`src/rtl/alink_rx_lane_if.sv`:
```
// alink_rx_lane_if: word handshake from an ALINK RX lane to its consumer (rxc)
interface alink_rx_lane_if;
   logic        out_vld;
   logic        out_rdy;
   logic [31:0] out_dat;
   logic        out_last;
   modport master (output out_vld, out_dat, out_last, input out_rdy);
   modport slave  (input out_vld, out_dat, out_last, output out_rdy);
endinterface

```
`src/rtl/alink_rx_lane.sv`:
```
// alink_rx_lane: single-lane ALINK receiver; decodes pulse-per-bit RX_P/RX_N coding
// into 32-bit words with glitch filtering, gap timeout and a 1-entry output buffer.
module alink_rx_lane #(
   parameter int MIN_PULSE   = 4,
   parameter int GAP_TOUT    = 1024,
   parameter int FRAME_WORDS = 8
) (
   input  logic             clk,
   input  logic             rst,
   input  logic             en,
   input  logic             rx_p,
   input  logic             rx_n,
   alink_rx_lane_if.master  link,
   output logic             err_pulse,
   output logic             tout_pulse,
   output logic             ovf_pulse,
   output logic             busy
);
   localparam int PW = $clog2(MIN_PULSE + 1);
   localparam int GW = $clog2(GAP_TOUT + 1);
   localparam int WW = $clog2(FRAME_WORDS + 1);
   localparam logic [PW-1:0] MINP  = PW'(MIN_PULSE);
   localparam logic [GW-1:0] GLAST = GW'(GAP_TOUT - 1);
   localparam logic [WW-1:0] WLAST = WW'(FRAME_WORDS - 1);

   typedef enum logic [1:0] {IDLE, PULSE, ERR} state_t;

   state_t        state;
   logic          p1, n1, p_s, n_s;
   logic          bit_val;
   logic [PW-1:0] pulse_cnt;
   logic [5:0]    bit_cnt;
   logic [WW-1:0] word_idx;
   logic [GW-1:0] gap_cnt;
   logic [31:0]   shreg;
   logic          act_low, oth_low, take, done, last_w, room;
   logic [31:0]   word;

   assign act_low = bit_val ? !p_s : !n_s;
   assign oth_low = bit_val ? !n_s : !p_s;
   assign word    = {shreg[30:0], bit_val};
   // a bit is accepted when its pulse ends having been long enough
   assign take    = state == PULSE && !act_low && pulse_cnt >= MINP;
   assign done    = take && bit_cnt == 6'd31;
   assign last_w  = word_idx == WLAST;
   assign room    = !link.out_vld || link.out_rdy;
   assign busy    = bit_cnt != '0 || word_idx != '0;

   always_ff @(posedge clk or posedge rst) begin
      if (rst) begin
         p1            <= 1'b1;
         n1            <= 1'b1;
         p_s           <= 1'b1;
         n_s           <= 1'b1;
         state         <= IDLE;
         bit_val       <= 1'b0;
         pulse_cnt     <= '0;
         bit_cnt       <= '0;
         word_idx      <= '0;
         gap_cnt       <= '0;
         shreg         <= '0;
         link.out_vld  <= 1'b0;
         link.out_dat  <= '0;
         link.out_last <= 1'b0;
         err_pulse     <= 1'b0;
         tout_pulse    <= 1'b0;
         ovf_pulse     <= 1'b0;
      end else begin
         p1         <= rx_p;
         p_s        <= p1;
         n1         <= rx_n;
         n_s        <= n1;
         err_pulse  <= 1'b0;
         tout_pulse <= 1'b0;
         ovf_pulse  <= 1'b0;
         if (link.out_vld && link.out_rdy) link.out_vld <= 1'b0;
         if (!en) begin
            state     <= IDLE;
            pulse_cnt <= '0;
            bit_cnt   <= '0;
            word_idx  <= '0;
            gap_cnt   <= '0;
         end else begin
            case (state)
               IDLE: begin
                  if (!p_s && !n_s) begin
                     state     <= ERR;
                     err_pulse <= 1'b1;
                     bit_cnt   <= '0;
                     word_idx  <= '0;
                     gap_cnt   <= '0;
                  end else if (!p_s || !n_s) begin
                     state     <= PULSE;
                     bit_val   <= !p_s;
                     pulse_cnt <= PW'(1);
                     gap_cnt   <= '0;
                  end else if (busy && gap_cnt == GLAST) begin
                     tout_pulse <= 1'b1;
                     bit_cnt    <= '0;
                     word_idx   <= '0;
                     gap_cnt    <= '0;
                  end else begin
                     gap_cnt <= busy ? gap_cnt + GW'(1) : '0;
                  end
               end
               PULSE: begin
                  if (act_low && oth_low) begin
                     state     <= ERR;
                     err_pulse <= 1'b1;
                     bit_cnt   <= '0;
                     word_idx  <= '0;
                  end else if (act_low) begin
                     pulse_cnt <= pulse_cnt == MINP ? pulse_cnt : pulse_cnt + PW'(1);
                  end else begin
                     state <= IDLE;
                     if (take) begin
                        shreg   <= word;
                        bit_cnt <= done ? '0 : bit_cnt + 6'd1;
                     end
                     if (done) begin
                        word_idx <= last_w ? '0 : word_idx + WW'(1);
                        if (room) begin
                           link.out_vld  <= 1'b1;
                           link.out_dat  <= word;
                           link.out_last <= last_w;
                        end else begin
                           ovf_pulse <= 1'b1;
                        end
                     end
                  end
               end
               ERR:     state <= p_s && n_s ? IDLE : ERR;
               default: state <= IDLE;
            endcase
         end
      end
   end
endmodule

```
`src/flat_wrapper.sv`:
```
// flat-port wrapper written by rule: the top's interface ports become plain ports
module alink_rx_lane_flat 
#(
   parameter int MIN_PULSE   = 4,
   parameter int GAP_TOUT    = 1024,
   parameter int FRAME_WORDS = 8
)
  (clk, rst, en, rx_p, rx_n, err_pulse, tout_pulse, ovf_pulse, busy, link_out_vld, link_out_dat, link_out_last, link_out_rdy);
  alink_rx_lane_if link_i ();
  input  logic clk;
  input  logic rst;
  input  logic en;
  input  logic rx_p;
  input  logic rx_n;
  output logic err_pulse;
  output logic tout_pulse;
  output logic ovf_pulse;
  output logic busy;
  output wire logic [$bits(link_i.out_vld)-1:0] link_out_vld;
  output wire logic [$bits(link_i.out_dat)-1:0] link_out_dat;
  output wire logic [$bits(link_i.out_last)-1:0] link_out_last;
  input wire logic [$bits(link_i.out_rdy)-1:0] link_out_rdy;
  assign link_out_vld = link_i.out_vld;
  assign link_out_dat = link_i.out_dat;
  assign link_out_last = link_i.out_last;
  assign link_i.out_rdy = link_out_rdy;
  alink_rx_lane #(.MIN_PULSE(MIN_PULSE), .GAP_TOUT(GAP_TOUT), .FRAME_WORDS(FRAME_WORDS)) u_core (.clk(clk), .rst(rst), .en(en), .rx_p(rx_p), .rx_n(rx_n), .link(link_i), .err_pulse(err_pulse), .tout_pulse(tout_pulse), .ovf_pulse(ovf_pulse), .busy(busy));
endmodule
```
`config.mk`:
```
export PLATFORM = sky130hd
export DESIGN_NAME = alink_rx_lane_flat
export DESIGN_NICKNAME = d
export VERILOG_FILES = /design/src/rtl/alink_rx_lane_if.sv /design/src/rtl/alink_rx_lane.sv /design/src/flat_wrapper.sv
export SDC_FILE = /design/constraint.sdc
export NUM_CORES = 1
export LEC_CHECK = 0
export BUFFER_PORTS_ARGS = -buffer_cell sky130_fd_sc_hd__buf_2
export CAP_MARGIN = 20
export CORE_UTILIZATION = 44
export DETAILED_ROUTE_END_ITERATION = 12
export GPL_ROUTABILITY_DRIVEN = 0
export MAX_ROUTING_LAYER = met4
export PLACE_DENSITY = 0.62
export SLEW_MARGIN = 5
export SYNTH_ARGS = -nofsm -noshare
export SYNTH_HDL_FRONTEND = slang
export SYNTH_SLANG_ARGS = --single-unit
```
`constraint.sdc`:
```
create_clock -name clk -period 4.25 [get_ports clk]
set_input_delay 0.6375 -clock clk [delete_from_list [all_inputs] [get_ports clk]]
set_output_delay 0.6375 -clock clk [all_outputs]
set_load 0.01 [all_outputs]
```
==> results.yml <==
synth:
  postSynth.asyncResetShare_pct: 100
  syn_nets: 366
  synth_edf_count: 0
  ys_warn_count: 0
  syn_area_per_cell_um2: 12.8
  syn_area_mm2: 0.00446
  syn_inst: 350
  ys_seq_area_share_pct: 55.6
  ys_types: 51
  ys.flop_type: "dfrtp_1"
  ys_ff_latch: 99
worst_hold_path:
  hp-class: "reg -> reg"
  worstHoldPathCells: 0
  min_from: "u_core.n1"
cts:
  insertion_delay_ns: 0.37
  cts_made_buffers: 9
  cts.path.max_buffers: 2
  cts.hold.buffers_added: 0
  cts_tree: "built"
  cts_sinks: 99
  ctsRootBufferMaster: "clkbuf_8"
  post_cts_buffers: 0
  cts_max_level: 3
  cts_resized: 0
  clk_pin_slew_ns: 0.09
floorplan:
  die_w_um: 103
  ios: 44
  die-area_mm2: 0.0106
  die-height_um: 103
  rows: 36
  coreArea_mm2: 0.00982
  start_util_pct: 45.5
drt:
  drc: 0
  wl_mm: 7.37
  viasPerCell: 5.21
  postRouteAntennaNets: 0
  drtIter0Drc: 101
  dr_total_vias: 2770
  first_pass_iters: 4
  drt-wirelength-per-cell_um: 13.8
layout:
  nets: 410
  drive_gt1_share_pct: 35.3
  syn_to_final_growth_pct: 11.6
  fin_area_mm2: 0.00498
  final_util_pct: 50.7
  num_antenna_cells: 0
sta:
  rsz0062_at_grt: "no"
  hold_ws_ns: 0.360
  fin_setup_tns_ns: 0
  period_share_pct: 57.9
  hold_viol: 0
  fin_skew_ns: 0.0145
  drv_slew: 0
  worst_slew_pin_slew_ns: 0.867
  slew_headroom_pct: 42.2
  setup_viol: 0
  fin_crit_ns: 2.46
  fmax_mhz: 407
power:
  switchingPower_uw: 427
  pwr-share-comb_pct: 6.5
  seqPwrFrac_pct: 56.9
  powerDensity_mw_per_mm2: 345
  netSwitchingFraction_pct: 24.9
  p_total_uw: 1720
  ir_drop_mv: 0.214
  p_leak_uw: 0.00251
  p_int_uw: 1290
  clockPowerShare_pct: 36.6
global_routing:
  grtUsageTotal_pct: 15.9
  grt_pass1_wl_mm: 12.4
  grt-ovfl-total: 0
  grt_pass1_vias: 2526
  antenna_found_initial: 0
  grt_max_degree: 74
setup_path:
  cp-startpoint: "u_core.bit_cnt[0]"
  worstSetupPathType: "reg -> out"
  reg2reg_depth: 4
  cp.arrival_ns: 1.82
  reg2reg_from: "u_core.state[0]"
  required_ns: 3.61
  critPathCaptureType: "primary output"
  crit_fanout: 5
  startpoint_type: "register"
place:
  dp_hpwl_mm: 4.98
  io_buffers: 43
  placed_cell_area_mm2: 0.00477
run:
  cap_viol_max_count: 0
status:
  outcome: "complete, no violations"
[synthesized netlist by cell type (all sizes together), types with 2 or more instances]
cell,n,area (um2)
a211o,2,17.5
a21oi,4,20.0
and2,2,12.5
and3,2,12.5
buf,11,88.8
clkbuf,2,7.51
dfrtp,95,2380
dfstp,4,105
ha,10,125
inv,13,48.8
mux2,65,751
mux2i,4,43.8
nand2,24,90.1
nand2b,7,43.8
nand3,11,80.1
nand4,3,18.8
nor2,20,77.6
nor3,4,20.0
nor4,5,61.3
nor4b,3,26.3
o21ai,20,100
o22ai,2,12.5
o2bb2ai,3,26.3
o31ai,2,15.0
o41ai,7,61.3
or2,2,12.5
xnor2,6,52.6
xor2,3,26.3
[worst paths after layout]
path	endpoint	slack, ns
min reg2reg	u_core.n_s	0.36
max reg2reg	u_core.link.out_dat[13]	1.88
max in group asynchronous	u_core.n_s	2.90
max	busy	1.79
min	u_core.n_s	0.36
min in group asynchronous	u_core.link.out_dat[20]	0.43
[flip-flops by register name, summed over array words and instances, names as in the netlist]
name / cells
u_core.pulse_cnt: 3
u_core.word_idx: 4
u_core.link.out_vld: 1
u_core.link.out_last: 1
u_core.link.out_dat: 32
u_core.n1: 1
u_core.n_s: 1
u_core.err_pulse: 1
u_core.state: 2
u_core.bit_val: 1
u_core.gap_cnt: 11
u_core.ovf_pulse: 1
u_core.p_s: 1
u_core.bit_cnt: 6
u_core.shreg: 31
u_core.p1: 1
u_core.tout_pulse: 1
[cell usage in the layout, fill, tap and decap left out, types with 9 or more instances in the layout]
cell type   n
nand2_1    24
dfrtp_1    95
o21ai_0    18
buf_2      44
clkbuf_8   10
nand3_1     9
nor2_1     19
ha_1       10
mux2_2     60
inv_1      12
[critical path, stage by stage, from the launching register on]
cell and delay, ns:
dfrtp_1 0.42, inv_1 0.07, ha_1 0.13, nor4b_1 0.44
nand2_1 0.21, buf_2 0.19
[logic make-up (layout without fill, tap and decap cells)]
family | after synthesis | in the layout | share of synthesized area, %
adders and majority gates | 10 | 10 | 2.80
DFF | 99 | 99 | 55.6
AOI/OAI and AO/OA | 47 | 47 | 7.23
muxes | 69 | 69 | 17.8
and+or+nand+nor | 90 | 90 | 11.5
buffers and inverters | 26 | 75 | 3.25
xor gates and xnor gates | 9 | 9 | 1.77
[through the flow]
step / setup slack (ns) / std cells
floorplan: 1.03 / 350
global placement: 1.83 / 515
detailed placement: 1.70 / 515
CTS: 1.74 / 531
global route: 1.63 / 532
finish: 1.79 / 532
[area by class of cell]
| type | count | area, um2 |
|---|---|---|
| Timing Repair Buffer | 46 | 235 |
| Multi-Input combinational cell | 225 | 1840 |
| Tap cell | 133 | 166 |
| Clock inverter | 5 | 67.6 |
| Clock buffer | 11 | 141 |
| Fill cell | 918 | 4840 |
| Inverter | 13 | 51.3 |
| Sequential cell | 99 | 2480 |
[power groups by stage]
stage          clock, uW  sequential, uW  combinational, uW
3_3_place_gp           0             995                112
3_5_place_dp           0             996                113
4_1_cts              657             978                113
6_report             629             977                112
2_1_floorplan          0             982                104
5_1_grt              689             981                128
[metal layers]
layer | routed length, um | vias up | track usage [%]
li1 | - | 1348 | -
met3 | 214 | 10 | 3.12
met4 | 123 | 0 | 7.91
met1 | 3660 | 1363 | 21.9
met5 | 0 | - | -
met2 | 3370 | 49 | 22.3
Power figures use the tool's default switching activity.
